==> src/rtl/router_nport.sv <==
// router_nport: routes one input byte stream into NUM_PORTS output FIFOs.
// The header byte is matched against per-port address registers (lowest
// matching index wins); unmatched packets are dropped and counted. The byte
// on the first data_status=0 cycle closes the packet and carries its parity.
module router_nport #(
  parameter int NUM_PORTS  = 4,
  parameter int DATA_W     = 8,
  parameter int FIFO_DEPTH = 16,
  parameter int PTR_W      = $clog2(FIFO_DEPTH),
  parameter int SEL_W      = $clog2(NUM_PORTS)
) (
  input  logic                          clk,
  input  logic                          reset,
  input  logic                          data_status,
  input  logic [DATA_W-1:0]             data,
  output logic                          busy,
  input  logic                          mem_en,
  input  logic                          mem_rd_wr,
  input  logic [SEL_W-1:0]              mem_add,
  input  logic [DATA_W-1:0]             mem_data,
  output logic [DATA_W-1:0]             mem_rd_data,
  input  logic [NUM_PORTS-1:0]          read,
  output logic [NUM_PORTS*DATA_W-1:0]   port,
  output logic [NUM_PORTS-1:0]          ready,
  output logic                          parity_err,
  output logic [7:0]                    drop_count
);

  typedef enum logic [1:0] {IDLE, LOAD, DROP} state_t;

  localparam logic [PTR_W:0] CNT_FULL = (PTR_W+1)'(FIFO_DEPTH);
  localparam logic [SEL_W:0] SEL_LIM  = (SEL_W+1)'(NUM_PORTS);

  function automatic logic [7:0] sat_inc8(input logic [7:0] v);
    return (v == 8'hFF) ? v : v + 8'd1;
  endfunction

  state_t               state_q, state_n;
  logic [SEL_W-1:0]     dest_q;
  logic [DATA_W-1:0]    xor_acc;
  logic [DATA_W-1:0]    addr_reg [NUM_PORTS];
  logic [NUM_PORTS-1:0] full;
  logic                 match_hit;
  logic [SEL_W-1:0]     match_idx;
  logic                 push, load_dest, drop_inc, par_chk;
  logic [SEL_W-1:0]     push_sel;
  logic                 add_ok;

  assign add_ok = ({1'b0, mem_add} < SEL_LIM);

  // Header lookup: scan downwards so the lowest matching index ends up selected.
  always_comb begin
    match_hit = 1'b0;
    match_idx = '0;
    for (int i = NUM_PORTS - 1; i >= 0; i--) begin
      if (data == addr_reg[i]) begin
        match_hit = 1'b1;
        match_idx = SEL_W'(i);
      end
    end
  end

  // Next-state, push and backpressure decode; a busy cycle accepts no byte.
  always_comb begin
    state_n   = state_q;
    busy      = 1'b0;
    push      = 1'b0;
    push_sel  = dest_q;
    load_dest = 1'b0;
    drop_inc  = 1'b0;
    par_chk   = 1'b0;
    case (state_q)
      IDLE: begin
        if (data_status) begin
          if (match_hit) begin
            push_sel = match_idx;
            if (full[match_idx]) begin
              busy = 1'b1;
            end else begin
              push      = 1'b1;
              load_dest = 1'b1;
              state_n   = LOAD;
            end
          end else begin
            drop_inc = 1'b1;
            state_n  = DROP;
          end
        end
      end
      LOAD: begin
        if (full[dest_q]) begin
          busy = 1'b1;
        end else begin
          push = 1'b1;
          if (!data_status) begin
            par_chk = 1'b1;
            state_n = IDLE;
          end
        end
      end
      DROP: begin
        if (!data_status) state_n = IDLE;
      end
      default: state_n = IDLE;
    endcase
  end

  // FSM state, latched destination, drop counter and parity pulse.
  always_ff @(posedge clk) begin
    if (reset) begin
      state_q    <= IDLE;
      dest_q     <= '0;
      drop_count <= 8'd0;
      parity_err <= 1'b0;
    end else begin
      state_q    <= state_n;
      parity_err <= par_chk && (data != xor_acc);
      if (load_dest) dest_q <= match_idx;
      if (drop_inc) drop_count <= sat_inc8(drop_count);
    end
  end

  // Running parity over header and payload; always reloaded by the header.
  always_ff @(posedge clk) begin
    if (load_dest) begin
      xor_acc <= data;
    end else if (state_q == LOAD && push && data_status) begin
      xor_acc <= xor_acc ^ data;
    end
  end

  // Address registers and registered config readback.
  always_ff @(posedge clk) begin
    if (reset) begin
      for (int i = 0; i < NUM_PORTS; i++) addr_reg[i] <= DATA_W'(i);
      mem_rd_data <= '0;
    end else if (mem_en && add_ok) begin
      if (mem_rd_wr) addr_reg[mem_add] <= mem_data;
      else           mem_rd_data      <= addr_reg[mem_add];
    end else if (mem_en && !mem_rd_wr) begin
      mem_rd_data <= '0;
    end
  end

  for (genvar g = 0; g < NUM_PORTS; g++) begin : g_port
    logic [PTR_W-1:0]  wr_ptr, rd_ptr;
    logic [PTR_W:0]    cnt;
    logic [DATA_W-1:0] mem [FIFO_DEPTH];
    logic [DATA_W-1:0] port_q;
    logic              wr_en, rd_en;

    assign full[g]  = (cnt == CNT_FULL);
    assign ready[g] = (cnt != '0);
    assign wr_en    = push && (push_sel == SEL_W'(g)) && !full[g];
    assign rd_en    = read[g] && ready[g];
    assign port[g*DATA_W +: DATA_W] = port_q;

    // FIFO pointers, occupancy and registered head-of-queue output.
    always_ff @(posedge clk) begin
      if (reset) begin
        wr_ptr <= '0;
        rd_ptr <= '0;
        cnt    <= '0;
        port_q <= '0;
      end else begin
        if (wr_en) wr_ptr <= wr_ptr + PTR_W'(1);
        if (rd_en) begin
          rd_ptr <= rd_ptr + PTR_W'(1);
          port_q <= mem[rd_ptr];
        end
        case ({wr_en, rd_en})
          2'b10:   cnt <= cnt + (PTR_W+1)'(1);
          2'b01:   cnt <= cnt - (PTR_W+1)'(1);
          default: cnt <= cnt;
        endcase
      end
    end

    // FIFO storage; contents are meaningless until the pointers cover them.
    always_ff @(posedge clk) begin
      if (wr_en) mem[wr_ptr] <= data;
    end
  end

endmodule

==> config.mk <==
export PLATFORM = sky130hd
export DESIGN_NAME = router_nport
export DESIGN_NICKNAME = d
export VERILOG_FILES = /design/src/rtl/router_nport.sv
export SDC_FILE = /design/constraint.sdc
export NUM_CORES = 1
export LEC_CHECK = 0
export CAP_MARGIN = 10
export CORE_UTILIZATION = 55
export CTS_CLUSTER_DIAMETER = 80
export DETAILED_ROUTE_END_ITERATION = 8
export PLACE_DENSITY = 0.78
export SYNTH_ARGS = -nofsm -noshare
export SYNTH_HDL_FRONTEND = slang
export SYNTH_SLANG_ARGS = --single-unit
==> constraint.sdc <==
create_clock -name clk -period 4 [get_ports clk]
set_input_delay 0.6 -clock clk [delete_from_list [all_inputs] [get_ports clk]]
set_output_delay 0.6 -clock clk [all_outputs]
set_load 0.005 [all_outputs]
==> impl_metrics.json <==
{
  "status": "finished clean",
  "startpoint_type": "flip-flop",
  "die_height_um": 224,
  "clock-root-buffer": "sky130_fd_sc_hd__clkbuf_16",
  "ys_warn_count": 0,
  "combinational_family_with_the_most_area_after_synthesis": "multiplexers",
  "synthDominantAreaCellType": "sky130_fd_sc_hd__edfxtp_1",
  "netlist-cell-type-count": 55,
  "synth_xor_xnor_area_share_pct": 2.69,
  "clock_sinks": 657,
  "peakVddDrop_uv": 317,
  "timing.final.ws_setup_ns": 0.199,
  "final_layout_size_suffix_gt1_share_pct": 22.5,
  "first_global_vias": 14500,
  "compound_gate_fraction_of_synth_area_pct": 2.53,
  "worst-endpoint-required_ns": 4.51,
  "dp.cells": 2296,
  "critical_path.n_buffers_inverters": 3,
  "synthCells": 1570,
  "grt_first_pass_wirelength_um": 87200,
  "grt.overflow.total": 0,
  "slew_violations": 0,
  "global_routing_usage_summed_across_all_routing_layers_pct": 23.5,
  "worstSetupEndpointType": "flip-flop",
  "critPathArrivalTime_ns": 4.31,
  "die_width_um": 224,
  "cap_violations": 0,
  "clock_latency_ns": 0.60,
  "detailroute.via_count": 14400,
  "holdWs_ns": 0.440,
  "synth_area_um2": 27000,
  "postRouteWirelength_um": 57000,
  "reg_clk_slew_reported_paths_ns": 0.06,
  "synth-seq-area-share_pct": 69.1,
  "fin_cells": 2424,
  "yosys.area_share.adder_pct": 2.10,
  "layout_common_cells": "sky130_fd_sc_hd__edfxtp_1 (552), sky130_fd_sc_hd__mux4_2 (169), sky130_fd_sc_hd__nand2_1 (122), sky130_fd_sc_hd__dfxtp_1 (99), sky130_fd_sc_hd__a21oi_1 (81)",
  "synth_edf_count": 552,
  "row_count": 80,
  "initialDrtViolationCount": 1393,
  "synth_register_bits": 657,
  "detail_route.first_pass.iterations": 5,
  "worst_path_dominant_cell_family": "simple AND/OR/NAND/NOR gates",
  "h-tree-depth": 3,
  "synthesized_net_count": 1640,
  "power_density_nw_per_um2": 502,
  "final-setup-viol-count": 0,
  "final.min_clock_period_ns": 3.80,
  "fin_worst_skew_ns": 0.0201,
  "largest_net_degree_at_the_start_of_global_routing": 69,
  "max_slew_margin_pct": 36.3,
  "max_clock_freq_ghz": 0.263,
  "mostFrequentLayoutCell": "sky130_fd_sc_hd__edfxtp_1",
  "synth_simple_gate_area_share_pct": 7.33,
  "setup.worst_path.class": "flip-flop to flip-flop",
  "port-buffer-count": 80,
  "post-route-drc-count": 0,
  "min_period_over_period_pct": 95.0,
  "cts_buffer_count": 67,
  "path_common_cell": "sky130_fd_sc_hd__inv_1",
  "p_leak_nw": 10.4,
  "yosysTopAreaCellShare_pct": 61.3,
  "tightest_slew_ns": 0.956,
  "die_outline_area_um2": 50100,
  "placement.setup.worst_slack_ns": -0.153,
  "synth-main-ff-cell": "sky130_fd_sc_hd__edfxtp_1",
  "synth.area.mux_share_pct": 14.5,
  "detailed_place_hpwl_um": 35800,
  "crit_path_top_delay_cell": "sky130_fd_sc_hd__mux4_2",
  "layout-area-overhead-vs-synth_pct": 15.5,
  "stdcell_area_um2": 31200,
  "syn_avg_cell_area_um2": 17.2,
  "path_max_fanout": 7,
  "cts_tree": "built",
  "finalNetCount": 1781,
  "post_drt_via_cell_ratio": 5.93,
  "ios": 81,
  "critical_path.max_stage_delay_ns": 0.53,
  "gp_congestion": 0.846,
  "detailed_place.area_um2": 28800,
  "post_drt_wl_per_cell_um": 23.5,
  "starting_density_of_the_core_pct": 56.2,
  "route.antenna.remaining_nets": 0,
  "critical_path.cell_chain": "nor4_2 > nand2_1 > mux4_2 > nand2_1 > a21boi_4 > nor2_2 > inv_1 > ha_2 > inv_1 > fa_1 > inv_1 > a21o_1 > a21oi_1 > xnor2_1 > or3_1 > a21oi_1",
  "coreArea_um2": 48100,
  "finalHoldViolCount": 0,
  "largest_register_ff_count": 512,
  "antenna_violations_before_repair": 6,
  "max_clock_buf_depth": 3,
  "post_synth_main_area_contributors": "sky130_fd_sc_hd__edfxtp_1 (61%), sky130_fd_sc_hd__mux4_2 (14%), sky130_fd_sc_hd__dfxtp_1 (7.8%)",
  "hold_class": "input pin to flip-flop",
  "async_flop_share_pct": 0
}
## through the flow
stage          setup TNS, ns  total power, mW  utilization, %
2_1_floorplan        -0.0306             8.65               -
3_3_place_gp         -0.0616             9.15            59.9
3_5_place_dp          -0.632             9.20            59.9
4_1_cts                    0             15.8            64.8
5_1_grt               -0.111             16.1            64.9
6_report                   0             15.7            64.9
## cell families (layout without fill, tap and decap cells)
logic type / Yosys count / count (layout)
buffers and inverters: 110 / 306
DFF: 657 / 657
other: 0 / 2
adders and majority gates: 43 / 43
muxes: 180 / 180
AOI/OAI and AO/OA: 117 / 117
and+or+nand+nor: 380 / 380
xor gates and xnor gates: 83 / 83
## power breakdown
part | leakage [nW] | switching [mW] | internal, mW | total (mW)
registers | 5.83 | 0.129 | 7.55 | 7.68
clock network | 1.13 | 2.63 | 3.98 | 6.61
logic | 3.40 | 0.740 | 0.654 | 1.39
## per-layer routing
layer	wire length [µm]	up-vias	global-route usage (%)	share of wire, %
met2	28700	520	38.9	50
met3	3720	92	4.51	6.5
li1	-	6387	-	-
met4	1080	4	7.45	1.9
met1	23500	7368	31.6	41
met5	27	-	0	0.047
## final timing paths
path	startpoint	endpoint	slack, ns	depth (start not counted)
hold reg to reg	g_port[3].port_q[5]	g_port[3].port_q[5]	0.45	2
setup reg to reg	g_port[1].cnt[0]	g_port[2].cnt[4]	0.20	16
setup / recovery	g_port[1].cnt[0]	g_port[2].cnt[4]	0.20	16
hold / removal	data[4]	g_port[0].mem[14][4]	0.44	1
## Yosys cell counts (30+ instances only)
library cell	n
sky130_fd_sc_hd__clkbuf_1	36
sky130_fd_sc_hd__buf_1	30
sky130_fd_sc_hd__and3_1	58
sky130_fd_sc_hd__and2_1	43
sky130_fd_sc_hd__nand2_1	122
sky130_fd_sc_hd__ha_1	39
sky130_fd_sc_hd__nor2_1	62
sky130_fd_sc_hd__mux4_2	169
sky130_fd_sc_hd__xor2_1	58
sky130_fd_sc_hd__a21oi_1	81
sky130_fd_sc_hd__edfxtp_1	552
sky130_fd_sc_hd__dfxtp_1	105
## worst reg2reg max path, stage by stage, from the launching register on
cell and delay [ns]:
sky130_fd_sc_hd__dfxtp_1 0.37, sky130_fd_sc_hd__nor4_2 0.38, sky130_fd_sc_hd__nand2_1 0.22, sky130_fd_sc_hd__mux4_2 0.53
sky130_fd_sc_hd__nand2_1 0.14, sky130_fd_sc_hd__a21boi_4 0.35, sky130_fd_sc_hd__nor2_2 0.13, sky130_fd_sc_hd__inv_1 0.08
sky130_fd_sc_hd__ha_2 0.21, sky130_fd_sc_hd__inv_1 0.09, sky130_fd_sc_hd__fa_1 0.39, sky130_fd_sc_hd__inv_1 0.07
sky130_fd_sc_hd__a21o_1 0.10, sky130_fd_sc_hd__a21oi_1 0.08, sky130_fd_sc_hd__xnor2_1 0.13, sky130_fd_sc_hd__or3_1 0.30
sky130_fd_sc_hd__a21oi_1 0.14
## layout make-up
| type | count | area (µm²) |
|---|---|---|
| flip-flops and latches | 657 | 18700 |
| fillers | 3159 | 16900 |
| multi-input cells | 803 | 7930 |
| clock buffers | 83 | 1820 |
| repair buffers | 154 | 1340 |
| well taps | 656 | 821 |
| clock inverters | 41 | 531 |
| inverters | 28 | 105 |
| diodes | 2 | 5.00 |
## timing repair
action	4_1_cts	5_1_grt
hold buffers	0	0
buffers inserted	0	2
resized for setup	0	5
setup endpoints to repair	0	5
No activity file was read; power rests on OpenSTA's default activity.
